**src/rtl/instr_fetch_unit_pkg.sv**
```systemverilog
// Shared fetch/decode definitions: fetch FSM states, prefetch queue entry,
// instruction alignment and zero-instruction constants.
// The datapath width comes from `WORD_LENGTH (defaults to 32).
`ifndef WORD_LENGTH
`define WORD_LENGTH 32
`endif

package instr_fetch_unit_pkg;
  localparam int WL = `WORD_LENGTH;

  typedef enum logic [1:0] {FETCH, WAIT, DRAIN, HALT} ifu_state_t;

  typedef struct packed {
    logic [WL-1:0] instr;
    logic [WL-1:0] pstate0;
    logic [WL-1:0] pstate1;
    logic          fault;
  } ifu_entry_t;

  localparam logic [WL-1:0] INSTR_ALIGN_MASK = ~WL'(3);
  localparam logic [WL-1:0] NOP_INSTR        = '0;
  localparam logic [WL-1:0] ZERO_INSTR       = '0;

  // Force an offset onto a word boundary.
  function automatic logic [WL-1:0] align_pc(input logic [WL-1:0] pc);
    return pc & INSTR_ALIGN_MASK;
  endfunction
endpackage

```
**src/rtl/instr_fetch_unit_queue.sv**
```systemverilog
// Prefetch queue (ifu_queue): synchronous FIFO with occupancy count,
// flush, and same-cycle push/pop. DEPTH must be a power of two.
module instr_fetch_unit_queue
  import instr_fetch_unit_pkg::*;
#(
  parameter int  DEPTH = 2,
  localparam int CW    = $clog2(DEPTH) + 1
) (
  input  logic          clk,
  input  logic          rst,
  input  logic          push,
  input  logic          pop,
  input  logic          flush,
  input  ifu_entry_t    din,
  output ifu_entry_t    dout,
  output logic [CW-1:0] count,
  output logic          empty
);
  localparam int AW = $clog2(DEPTH);

  ifu_entry_t    mem [DEPTH];
  logic [AW-1:0] wr_ptr, rd_ptr;
  logic          full, do_push, do_pop;

  assign empty   = (count == '0);
  assign full    = (count == CW'(DEPTH));
  assign do_pop  = pop && !empty;
  // A push into a full queue is accepted only when a pop frees a slot.
  assign do_push = push && (!full || do_pop);
  assign dout    = mem[rd_ptr];

  // Pointers and count; flush discards everything, including this cycle's push/pop.
  always_ff @(posedge clk) begin
    if (rst || flush) begin
      wr_ptr <= '0;
      rd_ptr <= '0;
      count  <= '0;
    end else begin
      if (do_push) wr_ptr <= wr_ptr + AW'(1);
      if (do_pop)  rd_ptr <= rd_ptr + AW'(1);
      if (do_push && !do_pop)      count <= count + CW'(1);
      else if (do_pop && !do_push) count <= count - CW'(1);
    end
  end

  // Entry storage, not reset; only occupied slots are ever observed.
  always_ff @(posedge clk) begin
    if (do_push && !flush && !rst) mem[wr_ptr] <= din;
  end
endmodule

```
**src/rtl/instr_fetch_unit.sv**
```systemverilog
// Instruction fetch front end: owns the fetch offset, issues one I-MEM
// request at a time, buffers responses and hands them to decode.
// Optional IFU_PERF_CNT_EN adds a saturating decode-bubble counter port.
module instr_fetch_unit
  import instr_fetch_unit_pkg::*;
#(
  parameter int                     WORD_LENGTH  = `WORD_LENGTH,
  parameter int                     QUEUE_DEPTH  = 2,
  parameter logic [WORD_LENGTH-1:0] RESET_OFFSET = '0
) (
  input  logic                   clk,
  input  logic                   rst,
  input  logic                   redirect,
  input  logic [WORD_LENGTH-1:0] redirectPstate0,
  input  logic [WORD_LENGTH-1:0] redirectPstate1,
  output logic                   imemReq,
  output logic [WORD_LENGTH-1:0] imemAdr,
  output logic [WORD_LENGTH-1:0] imemSeg,
  input  logic                   imemAck,
  input  logic [WORD_LENGTH-1:0] imemData,
  input  logic                   imemErr,
  output logic                   outValid,
  input  logic                   deReady,
  output logic [WORD_LENGTH-1:0] outInstr,
  output logic [WORD_LENGTH-1:0] outPstate0,
  output logic [WORD_LENGTH-1:0] outPstate1,
`ifdef IFU_PERF_CNT_EN
  output logic [31:0]            bubbleCnt,
`endif
  output logic                   outFault
);
  localparam int CW = $clog2(QUEUE_DEPTH) + 1;

  ifu_state_t             state_q, state_d;
  logic [WORD_LENGTH-1:0] pc_q, pc_d, ps0_q, ps0_d;
  logic                   req_d;
  logic [WORD_LENGTH-1:0] adr_d, seg_d;
  logic                   push, full, q_empty;
  logic [CW-1:0]          q_count;
  ifu_entry_t             enq, head, out_e;

  // Enqueued entry carries the address/segment that were actually requested.
  assign enq.instr   = imemErr ? ZERO_INSTR : imemData;
  assign enq.pstate0 = imemSeg;
  assign enq.pstate1 = imemAdr;
  assign enq.fault   = imemErr;
  assign full        = (q_count == CW'(QUEUE_DEPTH));

  instr_fetch_unit_queue #(.DEPTH(QUEUE_DEPTH)) u_queue (
    .clk   (clk),
    .rst   (rst),
    .push  (push),
    .pop   (outValid && deReady),
    .flush (redirect),
    .din   (enq),
    .dout  (head),
    .count (q_count),
    .empty (q_empty)
  );

  // Empty queue presents all-zero outputs.
  assign out_e      = q_empty ? '0 : head;
  assign outValid   = !q_empty;
  assign outInstr   = out_e.instr;
  assign outPstate0 = out_e.pstate0;
  assign outPstate1 = out_e.pstate1;
  assign outFault   = out_e.fault;

  // Next-state, next request and enqueue decisions; redirect overrides all.
  always_comb begin
    state_d = state_q;
    pc_d    = pc_q;
    ps0_d   = ps0_q;
    req_d   = imemReq;
    adr_d   = imemAdr;
    seg_d   = imemSeg;
    push    = 1'b0;
    unique case (state_q)
      FETCH: if (!full) begin
        req_d   = 1'b1;
        adr_d   = pc_q;
        seg_d   = ps0_q;
        state_d = WAIT;
      end
      WAIT: if (imemAck) begin
        req_d   = 1'b0;
        push    = !redirect;
        pc_d    = pc_q + WORD_LENGTH'(4);
        state_d = imemErr ? HALT : FETCH;
      end
      DRAIN: if (imemAck) begin
        req_d   = 1'b0;
        state_d = FETCH;
      end
      default: ;
    endcase
    if (redirect) begin
      ps0_d = redirectPstate0;
      pc_d  = align_pc(redirectPstate1);
      if ((state_q == WAIT || state_q == DRAIN) && !imemAck) begin
        // Request still in flight: keep it on the bus and discard its reply.
        state_d = DRAIN;
      end else begin
        state_d = FETCH;
        req_d   = 1'b0;
        adr_d   = imemAdr;
        seg_d   = imemSeg;
      end
    end
  end

  // State, fetch target and registered I-MEM request outputs.
  always_ff @(posedge clk) begin
    if (rst) begin
      state_q <= FETCH;
      pc_q    <= RESET_OFFSET;
      ps0_q   <= '0;
      imemReq <= 1'b0;
      imemAdr <= '0;
      imemSeg <= '0;
    end else begin
      state_q <= state_d;
      pc_q    <= pc_d;
      ps0_q   <= ps0_d;
      imemReq <= req_d;
      imemAdr <= adr_d;
      imemSeg <= seg_d;
    end
  end

`ifdef IFU_PERF_CNT_EN
  // Count cycles where decode could accept but nothing is available.
  always_ff @(posedge clk) begin
    if (rst)                                           bubbleCnt <= '0;
    else if (deReady && !outValid && bubbleCnt != '1)  bubbleCnt <= bubbleCnt + 32'd1;
  end
`endif
endmodule

```
**config.mk**
```make
export PLATFORM = sky130hd
export DESIGN_NAME = instr_fetch_unit
export DESIGN_NICKNAME = d
export VERILOG_FILES = /design/src/rtl/instr_fetch_unit_pkg.sv /design/src/rtl/instr_fetch_unit_queue.sv /design/src/rtl/instr_fetch_unit.sv
export SDC_FILE = /design/constraint.sdc
export NUM_CORES = 1
export LEC_CHECK = 0
export CAP_MARGIN = 10
export CORE_MARGIN = 1
export CORE_UTILIZATION = 30
export CTS_BUF_LIST = sky130_fd_sc_hd__clkbuf_8
export DETAILED_ROUTE_END_ITERATION = 6
export PLACE_DENSITY_LB_ADDON = 0.08
export SYNTH_ARGS = -nofsm -noshare
export SYNTH_HDL_FRONTEND = slang
export SYNTH_HIERARCHICAL = 1
export SYNTH_SLANG_ARGS = --single-unit
```
**constraint.sdc**
```tcl
create_clock -name clk -period 5.7 [get_ports clk]
set_clock_uncertainty 0.1 [all_clocks]
set_input_delay 1.14 -clock clk [delete_from_list [all_inputs] [get_ports clk]]
set_output_delay 1.14 -clock clk [all_outputs]
set_load 0.1 [all_outputs]
```
Word-level counts from Yosys, hierarchy flattened
Memory sizes are Yosys's and may differ from the RTL's. A register that Yosys moved wholly into a read port is not among the register bits. Index checks and enable logic that the tools add are counted.

Register bits after elaboration: 135. RAM bits: 194. Input port bits: 102. Output and inout bits: 163. Memories kept: 1.

Add/subtract/negate cells: 5. Eq/ne operators: 7. Multiplexer cells: 33. Reductions and logical operators: 29.

Memories: u_queue.mem (words 2, width 97, read ports 1, clocked after memory_dff 1, write ports 1, RTL line instr_fetch_unit_queue.sv:21) `ifu_entry_t mem [DEPTH];`.

Operators by type and width (number): $mux W32 (12); $mux W97 (1); $add A32 B3 Y32 const B (1); $mux W2 (8); $mux W1 (10); $ne A3 B3 Y1 const B (3); $logic_and A1 B1 Y1 (8); $logic_not A1 Y1 (7); $pmux W2 S3 (1); $reduce_bool A2 Y1 (3); $eq A2 B2 Y1 const B (2); $logic_not A2 Y1 (2); $reduce_and A2 Y1 (2); $reduce_and A4 Y1 (1); $reduce_bool A4 Y1 (1); $reduce_or A2 Y1 (2); $logic_or A1 B1 Y1 (3); $add A1 B1 Y1 const B (2); $add A2 B1 Y2 const B (1); $eq A2 B1 Y1 const B (1); $ne A2 B1 Y1 const B (1); $pmux W1 S2 (1); $sub A2 B1 Y2 const B (1).

Depth between registers and ports, before layout
Gate-level depths: netlist (run 1).

Word-level depth: 10. Gate-level depth with buffers: 10. Mapped depth without buffers: 9.

By module
Netlist (run 1), hierarchy kept.

Modules (own cells, without submodules): instr_fetch_unit_queue (times used 1, cells each 327, area an instance 7352.1 sq um); instr_fetch_unit (times used 1, cells each 827, area an instance 6542.5 sq um).

Worst setup path after synthesis (run 1)
Ideal clock, no wire load.

Kind: input to register. From: input port redirect. To: memory u_queue/mem[1][0] (netlist name) (enable). Arrival: 4.132 ns. Setup slack: 1.001 ns. Stages on the path: 5. Path through: clkbuf_1 > clkbuf_1 > nor2_1 > a21boi_2 > and3_1.

Longest elaborated chain between the ends: 8.

Ends and longest elaborated chain: start: declaration (RTL line instr_fetch_unit.sv:13) `input logic redirect,`; $logic_not A1 Y1 (RTL line instr_fetch_unit.sv:87) `push = !redirect;`; $mux W1 (RTL line instr_fetch_unit.sv:85) `WAIT: if (imemAck) begin`; $mux W1 (RTL line instr_fetch_unit.sv:78) `unique case (state_q)`; named net push (RTL line instr_fetch_unit.sv:38) `logic push, full, q_empty;`; $logic_and A1 B1 Y1 (RTL line instr_fetch_unit_queue.sv:29) `assign do_push = push && (!full || do_pop);`; named net u_queue.do_push (RTL line instr_fetch_unit_queue.sv:23) `logic full, do_push, do_pop;`; $logic_and A1 B1 Y1 (2 in a row) (RTL line instr_fetch_unit_queue.sv:48) `if (do_push && !flush && !rst) mem[wr_ptr] <= din;`; $mux W1 (RTL line instr_fetch_unit_queue.sv:48); $mux W1 (not written as such) (RTL line instr_fetch_unit_queue.sv:48); end: declaration (RTL line instr_fetch_unit_queue.sv:21).

The timed path passes the listed nets, and every way through them passes these cells.

==> flow_summary.json, run 1 <==
{
  "routedWlPerCell_um": 17.6,
  "placed_cell_area_mm2": 0.0166,
  "ys_types": 49,
  "worst_slack_ps": 990,
  "hold_end": "imemSeg[17]",
  "dieArea_mm2": 0.0472,
  "async_flop_share_pct": 0,
  "cts-buffers-inserted": 58,
  "cp-end-kind": "output port",
  "drcViolationCount": 0,
  "cts_tree": "built",
  "path_clk_slew_ps": 60,
  "p_leak_nw": 6.23,
  "hp-start": "ps0_q[17]",
  "synth_area_mm2": 0.0139,
  "p_per_area_mw_per_mm2": 292,
  "cts_sinks": 326,
  "rsz0062_at_grt": "false",
  "pin_count": 265,
  "clk_latency_ps": 640,
  "gp_congestion": 0.716,
  "grt-ovfl-total": 0,
  "antenna_found_initial": 1,
  "cp_max_fo": 40,
  "avgViaCountPerCell": 4.45,
  "min_period_ps": 4710,
  "cp_top_family": "buffers and inverters",
  "rr_worst_depth": 7,
  "slowest_delay_ps": 1180,
  "fin_crit_sh_pct": 82.6,
  "vias": 8942,
  "ir_worst_vdd_mv": 0.144,
  "clock_path_buffers": 3,
  "antenna_left": 0,
  "worst_pin_slew_ps": 1090,
  "start_util_pct": 30.5,
  "cp-start-kind": "flip-flop",
  "maxSlewHeadroom_pct": 26.8,
  "drtIter0Drc": 303,
  "place_ws_ps": 1540,
  "drt_wl_total_mm": 35.4,
  "r2r_slack_ps": 2610,
  "finalSetupViolations": 0,
  "firstDrtPassIters": 4,
  "placementRows": 78,
  "status": "complete, no violations",
  "finalHoldViolCount": 0,
  "crit_chain": "buf_4, mux2_2, nor2b_1, clkdlybuf4s50_1",
  "cp_slowest_cell": "clkdlybuf4s50_1",
  "finalSetupTns_ps": 0,
  "port_buffers": 260,
  "synth-edff-count": 194,
  "finalPower_mw": 5.17,
  "drive_above_1_share_pct": 14.5,
  "ys_seq_area_share_pct": 60.9,
  "cts_resized": 0,
  "final_area_mm2": 0.0177,
  "r2r-end": "u_queue/mem[1][68]",
  "core_area_mm2": 0.0456,
  "cts_hold_buffers": 0,
  "arrival_ps": 3470,
  "synth_cells": 1154,
  "hpwl_mm": 21.9,
  "fmax_mhz": 212,
  "grt_pass1_wl_mm": 53.1,
  "final_core_util_pct": 38.9,
  "hp-class": "reg2reg",
  "crit_required_ps": 4460,
  "diodes": 0,
  "path_buf_inv": 2,
  "worstHoldPathCells": 2,
  "clock-root-buffer": "clkbuf_8",
  "slew_viol_final": 0,
  "ys_warn_count": 6,
  "grtUsageTotal_pct": 14.8,
  "cts_setup_buffers": 0,
  "grt_pass1_vias": 8906,
  "reg2reg_from": "state_q[1]",
  "avgSynthCellArea_um2": 12.0,
  "ys_ff_latch": 326,
  "synthFlopType": "edfxtp_1",
  "maxCapViolations": 0,
  "htree_levels": 2,
  "criticalPathCategory": "reg2out",
  "fin_nets": 1469,
  "fp.dieH_um": 217,
  "grt_max_degree": 83,
  "area_growth_pct": 27.6,
  "die_w_um": 217
}
## metrics by stage
stage | hold slack (ps) | std cells
final | 349 | 2010
after global routing | 371 | 2010
after CTS | 353 | 2010
after detailed placement | 343 | 1901
after global placement | 335 | 1901
after floorplan | 331 | 1159
## final cells by class
class / count / area (um^2)
clock buffers: 66 / 908
inverters: 9 / 33.8
clock inverters: 43 / 179
repair buffers: 273 / 2730
multi-input cells: 693 / 4660
well taps: 600 / 751
fillers: 4507 / 27800
flip-flops and latches: 326 / 8470
## report_power, final
part | leakage [nW] | switching, mW | total, mW | internal, mW
clock | 0.679 | 0.975 | 2.03 | 1.05
combinational | 2.52 | 0.376 | 0.546 | 0.170
sequential | 3.03 | 0.0515 | 2.60 | 2.55
total | 6.23 | 1.40 | 5.17 | 3.77
## state kept, by name, indices dropped and copies added (netlist names), named ones only
name            cells
u_queue/mem       194
imemSeg            32
ps0_q              32
imemAdr            30
pc_q               30
state_q             2
u_queue/count       2
imemReq             1
u_queue/rd_ptr      1
u_queue/wr_ptr      1
## worst max-delay path by stage
stage	startpoint	end	slack (ps)	cells after the start
finish	flip-flop	outPstate1[8]	990	4
global route	flip-flop	outPstate1[8]	770	4
CTS	flip-flop	outPstate1[8]	840	4
detailed placement	imemAck	u_queue/mem[1][87]	1540	6
global placement	imemAck	u_queue/mem[1][87]	1580	6
floorplan	redirect	u_queue/mem[1][0]	1000	5
## synthesized netlist by cell type, types with 2 or more instances
library cell  instances  area (um^2)
edfxtp_1            194         5830
nand2_1             145          544
dfxtp_1             132         2640
nor2b_1             131          820
a21oi_1              77          385
mux2_2               68          766
buf_4                65          488
nor2_1               61          229
clkbuf_1             50          188
mux2i_1              36          360
mux2_4               30          450
xnor2_1              19          166
a211oi_1             13         97.6
nor3_1               12         60.1
nand3_1              10         50.1
nand4_1               9         56.3
xor2_1                9         78.8
inv_1                 8         30.0
o21ai_0               8         40.0
buf_2                 7         35.0
nor4_1                7         43.8
ha_1                  6         75.1
and3_1                5         31.3
buf_6                 5         56.3
buf_1                 4         15.0
nor3_2                4         40.0
o21bai_1              4         30.0
and4_1                3         26.3
nand2b_1              3         18.8
nor4_2                3         37.5
or3_1                 3         18.8
and2_1                2         12.5
o21a_1                2         15.0
o22ai_1               2         12.5
or2_2                 2         12.5
or4_1                 2         15.0
## worst register-to-register path: stages, from the launching register on
cell and delay, ps:
dfxtp_1 330, inv_1 100, ha_1 340, nand2_1 230, nor2_1 140, a21boi_2 250, and3_4 800, buf_4 450
## metal layers
metal,global-route usage (%),up-vias,part of all wire (%)
met3,4.35,54,5.9
met2,23.2,218,46
met5,0,-,0.034
met4,4.62,2,2.1
li1,-,4367,-
met1,19.4,4301,46
## cells by family (layout without fill, tap and decap cells)
group,Yosys count,after routing,share of synthesized area (%)
buffers and inverters,140,391,5.87
AO/OA/AOI/OAI,113,113,4.65
AND/OR/NAND/NOR,406,406,14.9
XOR/XNOR,28,28,1.77
other,1,6,0.0270
flip-flops,326,326,60.9
multiplexers,134,134,11.3
adder cells (fa/ha/maj),6,6,0.540
## layout by cell type, fill, tap and decap left out, types with 2 or more instances in the layout
cell type / Yosys / final
clkdlybuf4s50_1: 0 / 258
edfxtp_1: 194 / 194
nand2_1: 145 / 145
nor2b_1: 131 / 131
dfxtp_1: 132 / 131
a21oi_1: 77 / 77
mux2_2: 68 / 68
clkbuf_8: 0 / 66
nor2_1: 61 / 60
inv_1: 8 / 42
mux2i_1: 36 / 36
mux2_4: 30 / 30
xnor2_1: 19 / 19
a211oi_1: 13 / 13
nor3_1: 12 / 12
buf_4: 65 / 12
nand4_1: 9 / 9
nand3_1: 10 / 9
xor2_1: 9 / 9
o21ai_0: 8 / 8
nor4_1: 7 / 7
ha_1: 6 / 6
conb_1: 1 / 6
o21bai_1: 4 / 4
nor3_2: 4 / 4
clkinv_2: 0 / 4
clkinv_1: 1 / 3
and3_1: 5 / 3
or3_1: 3 / 3
nand2b_1: 3 / 3
and4_1: 3 / 3
nor4_2: 3 / 3
buf_12: 0 / 3
or4_1: 2 / 2
o22ai_1: 2 / 2
or2_2: 2 / 2
o21a_1: 2 / 2
clkinvlp_4: 0 / 2
Power figures use the tool's default switching activity.
==> run 2, diff against run 1 <==
==> constraint.sdc (replaced) <==
create_clock -name clk -period 4.8 [get_ports clk]
set_clock_uncertainty 0.1 [all_clocks]
set_input_delay 0.96 -clock clk [delete_from_list [all_inputs] [get_ports clk]]
set_output_delay 0.96 -clock clk [all_outputs]
set_load 0.1 [all_outputs]
==> run 2 against run 1 <==
Combinational power increased by 19%. Worst hold slack improved by 1.0 ps. Power increased by 21%. Sequential share of layout area increased by 0.18 points. Critical path depth unchanged. Count of clock-buffer cells in the layout unchanged. Design area decreased by 0.37%. Worst setup slack got worse by 400 ps. Die area unchanged. Non-clock buffer count increased by 1.
==> flow_summary.json, run 2 (synthesized netlist as in run 1, its figures left out) <==
{
  "p_comb_share_pct": 10.4,
  "cts_hold_buffers": 0,
  "fin_crit_sh_pct": 87.8,
  "busiest_layer": "met2",
  "cts_resized": 0,
  "pin_count": 265,
  "slew_viol_final": 0,
  "clock_path_buffers": 3,
  "largestRegisters": "u_queue/mem: 194 flops, imemSeg: 32 flops, ps0_q: 32 flops",
  "port_buffers": 260,
  "drtIter0Drc": 275,
  "cp-end-kind": "output port",
  "fillers": 4516,
  "cp_slowest_cell": "clkdlybuf4s50_1",
  "vias": 9039,
  "firstDrtPassIters": 4,
  "cts_setup_buffers": 0,
  "drt_wl_total_mm": 35.6,
  "dp_cells": 1902,
  "worst_pin_slew_ps": 1080,
  "cp-start-kind": "flip-flop",
  "core_area_mm2": 0.0456,
  "area_growth_pct": 27.2,
  "antenna_left": 0,
  "grt_pass1_vias": 9306,
  "die_w_um": 217,
  "start_util_pct": 30.5,
  "routedWlPerCell_um": 17.7,
  "sequentialPowerShare_pct": 49.2,
  "slowest_delay_ps": 1170,
  "finalSetupViolations": 0,
  "grt_max_degree": 98,
  "placementRows": 78,
  "grt_use_met1_pct": 19.5,
  "cp_max_fo": 38,
  "p_sw_mw": 1.68,
  "clk_latency_ps": 640,
  "grtUsageTotal_pct": 15.0,
  "cts_sinks": 326,
  "antenna_found_initial": 1,
  "diodes": 0,
  "fmax_mhz": 237,
  "p_int_mw": 4.58,
  "clkPwrFrac_pct": 40.4,
  "crit_required_ps": 3740,
  "p_leak_nw": 6.33,
  "clock-root-buffer": "clkbuf_8",
  "drcViolationCount": 0,
  "finalSetupTns_ps": 0,
  "gp_congestion": 0.712,
  "fin_nets": 1470,
  "hp-class": "reg2reg",
  "layout_common_cells": "clkdlybuf4s50_1, edfxtp_1, nand2_1",
  "final_core_util_pct": 38.8,
  "drive_above_1_share_pct": 18.7,
  "largest_register_ffs": 194,
  "maxSlewHeadroom_pct": 27.5,
  "maxCapViolations": 0,
  "min_period_ps": 4210,
  "ir_worst_vdd_mv": 0.244,
  "met2_usage_pct": 24.3,
  "cts_tree": "built",
  "rsz0062_at_grt": "false",
  "final_common_cell": "clkdlybuf4s50_1",
  "final_cells": 2011,
  "finalHoldViolCount": 0,
  "status": "complete, no violations",
  "p_per_area_mw_per_mm2": 355,
  "finalPower_mw": 6.27,
  "dieArea_mm2": 0.0472,
  "top_register": "u_queue/mem",
  "arrival_ps": 3150,
  "grt-ovfl-total": 0,
  "htree_levels": 2,
  "criticalPathCategory": "reg2out",
  "grt_use_met3_pct": 4.05,
  "switching_share_pct": 26.8,
  "crit_chain": "buf_12, mux2_2, nor2b_1, clkdlybuf4s50_1",
  "cts-buffers-inserted": 58,
  "fp.dieH_um": 217,
  "path_clk_slew_ps": 70,
  "hpwl_mm": 21.8,
  "avgViaCountPerCell": 4.49,
  "grt_pass1_wl_mm": 54.5
}
[run 2: cell types whose count changed in the layout (fill, tap and decap cells not counted), sizes merged]
cell           previous run  this run
clkinv                    7        21
clkdlybuf4s50           258       204
inv                      43        28
buf                      15        70
clkinvlp                  2         1
bufinv                    0         2
[run 2: worst paths after layout]
path	to	cells after the start	startpoint	slack [ps]
worst max-delay path	outPstate1[27]	4	flip-flop	590
worst min-delay path	imemSeg[9]	2	ps0_q[9]	350
worst max register to register	u_queue/mem[0][46]	7	u_queue/count[1]	1930
worst min register to register	imemSeg[9]	2	ps0_q[9]	350
[run 2: final cells by class]
| class | instances | area (um^2) | share of cell area, % |
|---|---|---|---|
| timing repair buffer | 274 | 2620 | 14.8 |
| sequential | 326 | 8470 | 47.9 |
| clock buffer | 66 | 908 | 5.14 |
| multi-input combinational | 693 | 4660 | 26.4 |
| clock inverter | 43 | 228 | 1.29 |
| tap | 600 | 751 | 4.25 |
| inverter | 9 | 33.8 | 0.191 |
[run 2: stage by stage]
| step | hold slack [ps] | setup slack (ps) | cell area [um^2] |
|---|---|---|---|
| after floorplan | 331 | 281 | 13900 |
| after global placement | 339 | 1200 | 16500 |
| after detailed placement | 345 | 1180 | 16500 |
| after CTS | 353 | 449 | 17700 |
| after global routing | 370 | 396 | 17700 |
| final | 350 | 586 | 17700 |
[run 2: per-layer routing]
metal / routed length [um] / vias to the layer above / part of all wire (%)
met3: 2040 / 57 / 5.7
met1: 16400 / 4391 / 46
li1: - / 4376 / -
met2: 16500 / 213 / 46
met5: 13 / - / 0.037
met4: 686 / 2 / 1.9
[run 2: power groups by stage]
stage	clock network, mW	registers (mW)	logic [mW]
after floorplan	0	3.13	0.471
after global placement	0	3.14	0.659
after detailed placement	0	3.14	0.660
after CTS	2.63	3.08	0.663
after global routing	2.75	3.09	0.697
final	2.53	3.08	0.652
[run 2: critical path, delay by kind of cell (launching register included)]
kind	cells	cell delay, ps
AND/OR/NAND/NOR	1	170
buffers and inverters	2	1460
flip-flops	1	630
multiplexers	1	200
